**config.mk**
```make
export PLATFORM = sky130hd
export DESIGN_NAME = palette_bank_ram
export DESIGN_NICKNAME = d
export VERILOG_FILES = /design/src/rtl/palette_bank_ram.sv
export SDC_FILE = /design/constraint.sdc
export NUM_CORES = 2
export LEC_CHECK = 0
export CAP_MARGIN = 25
export CORE_MARGIN = 5
export CORE_UTILIZATION = 50
export DETAILED_ROUTE_END_ITERATION = 12
export HOLD_SLACK_MARGIN = 0.05
export MAX_ROUTING_LAYER = met4
export PLACE_DENSITY_LB_ADDON = 0.3
export SYNTH_ARGS = -nofsm -noshare
export SYNTH_HDL_FRONTEND = slang
export SYNTH_SLANG_ARGS = --single-unit
export TNS_END_PERCENT = 50
```
**constraint.sdc**
```tcl
create_clock -name clk_i -period 10.57 [get_ports clk_i]
set_clock_uncertainty 0.2 [all_clocks]
set_input_delay 2.6425 -clock clk_i [delete_from_list [all_inputs] [get_ports clk_i]]
set_output_delay 2.6425 -clock clk_i [all_outputs]
set_load 0.1 [all_outputs]
```
**src/rtl/palette_bank_ram.sv**
```systemverilog
// Byte-lane palette RAM with a self-clearing sequencer.
// Reads are one-cycle latency and write-first on a same-address hit.
module palette_bank_ram #(
    parameter int                DATA_W      = 16,
    parameter int                ADDR_W      = 8,
    parameter logic [DATA_W-1:0] CLEAR_VALUE = '0
) (
    input  logic                 clk_i,
    input  logic                 rst_i,
    input  logic                 clear_req_i,
    input  logic                 wr_en_i,
    input  logic [DATA_W/8-1:0]  ben_i,
    input  logic [ADDR_W-1:0]    wr_addr_i,
    input  logic [DATA_W-1:0]    wr_data_i,
    input  logic                 rd_en_i,
    input  logic [ADDR_W-1:0]    rd_addr_i,
    output logic [DATA_W-1:0]    rd_data_o,
    output logic                 rd_valid_o,
    output logic                 busy_o,
    output logic                 done_o,
    output logic                 wr_ignored_o
);

    localparam int DEPTH  = 1 << ADDR_W;
    localparam int NUM_BE = DATA_W / 8;

    typedef enum logic {
        S_CLEAR,
        S_IDLE
    } state_t;

    state_t              state;
    logic [ADDR_W-1:0]   cnt;
    logic [DATA_W-1:0]   mem [DEPTH];

    logic                idle;
    logic                wr_ok;
    logic                rd_ok;
    logic [DATA_W-1:0]   rd_merge;

    assign idle  = (state == S_IDLE);
    // A write colliding with an accepted clear request is dropped too.
    assign wr_ok = idle && wr_en_i && !clear_req_i;
    assign rd_ok = idle && rd_en_i;

    always_comb begin
        rd_merge = mem[rd_addr_i];
        if (wr_ok && (wr_addr_i == rd_addr_i)) begin
            for (int k = 0; k < NUM_BE; k++) begin
                if (ben_i[k]) begin
                    rd_merge[8*k +: 8] = wr_data_i[8*k +: 8];
                end
            end
        end
    end

    always_ff @(posedge clk_i) begin
        if (!rst_i) begin
            if (state == S_CLEAR) begin
                mem[cnt] <= CLEAR_VALUE;
            end else if (wr_ok) begin
                for (int k = 0; k < NUM_BE; k++) begin
                    if (ben_i[k]) begin
                        mem[wr_addr_i][8*k +: 8] <= wr_data_i[8*k +: 8];
                    end
                end
            end
        end
    end

    always_ff @(posedge clk_i) begin
        if (rst_i) begin
            state        <= S_CLEAR;
            cnt          <= '0;
            busy_o       <= 1'b1;
            done_o       <= 1'b0;
            rd_data_o    <= '0;
            rd_valid_o   <= 1'b0;
            wr_ignored_o <= 1'b0;
        end else begin
            done_o       <= 1'b0;
            rd_valid_o   <= 1'b0;
            wr_ignored_o <= wr_en_i && !wr_ok;
            unique case (state)
                S_CLEAR: begin
                    cnt <= cnt + 1'b1;
                    if (cnt == '1) begin
                        state  <= S_IDLE;
                        busy_o <= 1'b0;
                        done_o <= 1'b1;
                    end
                end
                S_IDLE: begin
                    if (clear_req_i) begin
                        state  <= S_CLEAR;
                        cnt    <= '0;
                        busy_o <= 1'b1;
                    end
                end
                default: state <= S_CLEAR;
            endcase
            if (rd_ok) begin
                rd_data_o  <= rd_merge;
                rd_valid_o <= 1'b1;
            end
        end
    end

endmodule

```
Word level (Yosys, flattened, before mapping):

Memories as Yosys holds them, arrays and structs flattened.
Index checks and enable logic that the tools add are counted.

* add/subtract/negate cells: 1
* $mul: 0
* div/mod/pow operators: 0
* $lt $le $gt $ge: 0
* eq/ne operators: 4
* shift-type cells: 0
* multiplexer cells: 28
* bitwise gates (word level): 1
* reduce and logical (&&, ||, !) cells: 10

Operators with widths (number)
* 2-to-1 mux 16 bit: 2
* 2-to-1 mux 8 bit: 4
* 2-to-1 mux 1 bit: 18
* case mux 8 bit (2 select lines): 1
* OR reduction 16 bit: 1
* adder 8 x 1 -> 8 bit, second input constant: 1
* equality test 8 bit: 1
* equality test 8 bit, second input constant: 1
* logical AND 1 bit: 5
* case mux 1 bit (2 select lines): 2
* zero test 1 bit: 2
* 2-to-1 mux 2 bit: 1
* inequality test 2 x 1 -> 1 bit, second input constant: 1
* inequality test 2 bit, second input constant: 1
* AND reduction 2 bit: 1
* OR reduction 2 bit: 1
* inverter 1 bit: 1

* register bits: 29
* bits in latches: 0
* memory bits (writable): 4096
* ROM bits: 0
* input bits: 39
* output and inout port bits: 20
* logic and storage cells: 52
* memories: 1

Memory list
* mem: depth 256, bits a word 16, rd ports 1, clocked after Yosys merged registers in 0, wr ports 1, line 34 `logic [DATA_W-1:0] mem [DEPTH];`

Longest topological paths before layout:

* depth after elaboration: 8
* mapped depth: 14
* mapped depth without buffers: 7

Least setup slack after synthesis:

No wires, ideal clock.

* kind: input-to-reg
* start: input clear_req_i
* end: memory mem[0][10] (data pin)
* setup time: 870 ps
* arrival time: 7305 ps
* data required time: 9500 ps
* path slack: 2195 ps
* stages on the path: 7
* buffers on the path: 4
* path through: clkbuf_1 nand3b_1 nor3_1 clkbuf_1 clkbuf_1 clkbuf_1 and2_1

* longest elaborated chain between the ends: 8
* elaborated cells on any way between the ends: 12
* those cells by class: mux: 9; reduce/logical: 3

Ends and longest elaborated chain
* start: declaration: line 10 `input logic clear_req_i,`
* zero test 1 bit *: line 43 `assign wr_ok = idle && wr_en_i && !clear_req_i;`
* logical AND 1 bit *: line 43
* 2-to-1 mux 1 bit: line 61 `end else if (wr_ok) begin`
* 2-to-1 mux 1 bit: line 59 `if (state == S_CLEAR) begin`
* 2-to-1 mux 1 bit: line 58 `if (!rst_i) begin`
* 2-to-1 mux 1 bit (implied by the code): line 64 `mem[wr_addr_i][8*k +: 8] <= wr_data_i[8*k +: 8];`
* OR reduction 16 bit (no source line) *
* 2-to-1 mux 16 bit (no source line) *
* end: declaration: line 34

Mark *: on every way between the ends. The rest lies on a longest branch, timed or not.

Worst setup path after layout:

* start: input clear_req_i
* end: memory mem[134][13] (enable)

* longest elaborated chain between the ends: 8
* elaborated cells on any way between the ends: 13
* those cells by class: mux: 10; reduce/logical: 3

Ends and longest elaborated chain (line)
* zero test 1 bit *: 43
* logical AND 1 bit *: 43
* 2-to-1 mux 1 bit: 61
* 2-to-1 mux 1 bit: 59
* 2-to-1 mux 1 bit: 58
* 2-to-1 mux 1 bit (implied by the code): 64
* OR reduction 16 bit (no source line)
* 2-to-1 mux 8 bit (no source line) / 2-to-1 mux 2 bit (equally long branches)

Marks and branches as above.

==> summary.txt <==
Worst Hold Class = flip-flop to flip-flop
Initial antenna violation count = 26
FP Rows = 208
Die Height = 576.7 um
Quantity of gates resized following cts = 0
Cell count after synthesis = 7685
GRT Total Usage = 28.46%
Most frequent cell after synthesis = edfxtp_1
Area delta synth->final = 11.78%
Hold Violations, Final = 0
CP peak stage delay = 1.01 ns
Post-synth EDFFs = 4096
Largest cells by area after synthesis = edfxtp_1 (77%), mux4_2 (13%), mux2i_1 (1.8%)
RSZ-0062 raised after global routing = false
Crit. End Element = flip-flop
I/O pin count = 59
Sequential element share of the synthesized area = 76.97%
CP Launch Type = primary input
Top cell type's share of synthesized area = 76.61%
Tmin final = 6.944 ns
Critical path arrival = 7.27 ns
Finished Core Util = 56.02%
Die Width = 576.7 um
Most used cell, CP = nor2_1
Final period utilization = 65.70%
Count of cell types in the netlist = 74
CTS Buf Count = 402
DRC Markers = 0
Top cells by count, synth = edfxtp_1 (4096), mux4_2 (959), nor2_1 (594)
CTS Sinks = 4125
Proportion of layout cells with a drive suffix above 1 = 22.34%
Crit Path Category = primary input to flip-flop
ANT nets after route = 0
1st-iter DRT viols = 14060
DP HPWL = 278200 um
Net Count, Synth = 7725
Reg clk slew, reported paths = 0.06 ns
First-pass GRT wire length = 647000 um
1st-pass router iterations = 6
Worst Path Required = 10.89 ns
Mean Syn Cell Area = 20.89 um^2
DR vias/cell = 6.712
WL/cell = 37.17 um
Max Cap Viol = 0
Clock insertion delay at the later pin of the skew report = 0.94 ns
Vias in the first global route = 81180
Routability cong. = 0.9522
Fillers = 23150
Cell breakdown of the critical path = clkdlybuf4s50_1, nand3b_1, nor3_2, buf_4, a31oi_1, nor2_1, nand2_1, nor2_1
Pleak = 54.59 nW
Worst-margin pin slew = 1.173 ns
Ys async rst share = 0%
Initial cell density of the core = 50.11%
Largest net degree at the start of global routing = 159
Final Max Tran Viols = 0
Max IR drop VDD = 0.0001600 V
GRT overflow = 0
Full die area = 332500 um^2
FF+latch count, synth = 4125
Max_slew headroom = 21.10%
Status = finished, final reports clean
Crit-path max FO = 32
Postcts setup bufs = 0
Core Box Area = 320400 um^2
Setup_tns = 0 ns
IO Port Bufs = 58
Ys Warns = 0
H-tree lvl count = 5
Synth Cell Area = 160500 um^2
CP max-delay cell = nor2_1
DRT Wirelength = 464700 um
Hold buffer count at cts = 0
Layout Nets = 7895
Max Freq = 0.1440 GHz
CTS Buffer Depth = 4
Final setup fails = 0
Top_reg_cell synth = edfxtp_1
Total vias in the final route = 83930
Power density over the cells = 187.5 nW/um^2
Root buf cell = clkbuf_16
Synth area leader = edfxtp_1
CTS tree = built
routing by layer:
layer | share of wire (%) | up-vias | global-route usage, %
li1 | - | 32340 | -
met1 | 36 | 43970 | 39.12
met2 | 46 | 6542 | 41.36
met3 | 13 | 1075 | 7.039
met4 | 5.0 | 0 | 11.49
met5 | 0 | - | -
per-stage QoR:
| step | power [W] | std cells | setup WS, ns | area (um^2) | hold slack, ns |
|---|---|---|---|---|---|
| global route | 0.03445 | 12500 | 3.794 | 179400 | 0.3823 |
| detailed placement | 0.01936 | 11750 | 2.976 | 166000 | 0.3370 |
| CTS | 0.03370 | 12480 | 3.987 | 179300 | 0.3565 |
| global placement | 0.01935 | 11740 | 2.913 | 165900 | 0.3336 |
| finish | 0.03366 | 12500 | 3.626 | 179500 | 0.3603 |
| floorplan | 0.01884 | 7685 | 2.195 | 160500 | 0.2861 |
area by class of cell:
class | count | area, um^2 | area share (%)
Sequential cell | 4125 | 123600 | 68.86
Multi-Input combinational cell | 3072 | 34640 | 19.30
Clock buffer | 483 | 10530 | 5.870
Tap cell | 4305 | 5386 | 3.001
Clock inverter | 245 | 2800 | 1.560
Timing Repair Buffer | 245 | 2425 | 1.351
Antenna cell | 20 | 50.05 | 0.02789
Inverter | 9 | 46.29 | 0.02580
worst paths after layout:
kind	cells past startpoint	to	start	slack, ns
max	8	mem[134][13]$_DFFE_PP_	clear_req_i	3.63
min	2	cnt[7]$_SDFFE_PP0P_	cnt[7]$_SDFFE_PP0P_	0.36
min reg2reg	2	cnt[7]$_SDFFE_PP0P_	cnt[7]$_SDFFE_PP0P_	0.36
max reg2reg	7	mem[134][13]$_DFFE_PP_	idle$_SDFF_PP0_	5.54
logic make-up (layout without fill, tap and decap cells):
logic type,count (synthesis),after routing,share of synthesized area [%]
compound gates,651,651,2.841
xor+xnor,11,11,0.06001
fa+ha+maj,1,1,0.007792
buf+inv,488,982,1.626
flops,4125,4125,76.97
mux,1284,1284,15.50
other cells,0,20,0
simple gates,1125,1125,2.989
power by group:
part	internal, W	switching, W	leakage (nW)	total [W]
registers	0.0177	0.00000619	36.6	0.0177
clock network	0.00847	0.00614	6.46	0.0146
logic	0.000452	0.000876	11.5	0.00133
total	0.0266	0.00702	54.6	0.0337
critical path: cells and delay by family:
family	cells	cell delay (ns)
and+or+nand+nor	5	3.30
buffers and inverters	2	1.11
AOI/OAI and AO/OA	1	0.16
placed cells by master, fill, tap and decap left out, types with 12 or more instances in the layout:
cell             instances
a21oi_1                101
nor2_1                 588
buf_4                  144
nor2b_1                 17
and2_4                  17
nand2_1                249
mux2i_1                293
nand2b_1                17
edfxtp_1              4096
a32oi_1                 16
o221ai_1                78
buf_12                  31
clkbuf_16              410
mux2_2                  32
and2_1                  21
clkinv_2                55
nand2_4                 16
a211oi_1                17
dfxtp_1                 29
clkinvlp_4              19
a22oi_1                 99
clkbuf_1                73
nand3_1                 68
mux4_2                 959
o22ai_1                 79
diode_2                 20
a31oi_1                 24
and3_1                  12
a221oi_1                24
o211ai_1                20
nor3_1                  33
bufinv_16               55
nand4_1                 17
clkdlybuf4s50_1         51
clkinv_1                84
o21ai_0                 78
registers in the layout (all words and copies together), names as in the netlist:
name and cells:
rd_valid_o 1, done_o 1, cnt 8, idle 1, wr_ignored_o 1, mem 4096
rd_data_o 16, busy_o 1
No activity file was read; power rests on OpenSTA's default activity.
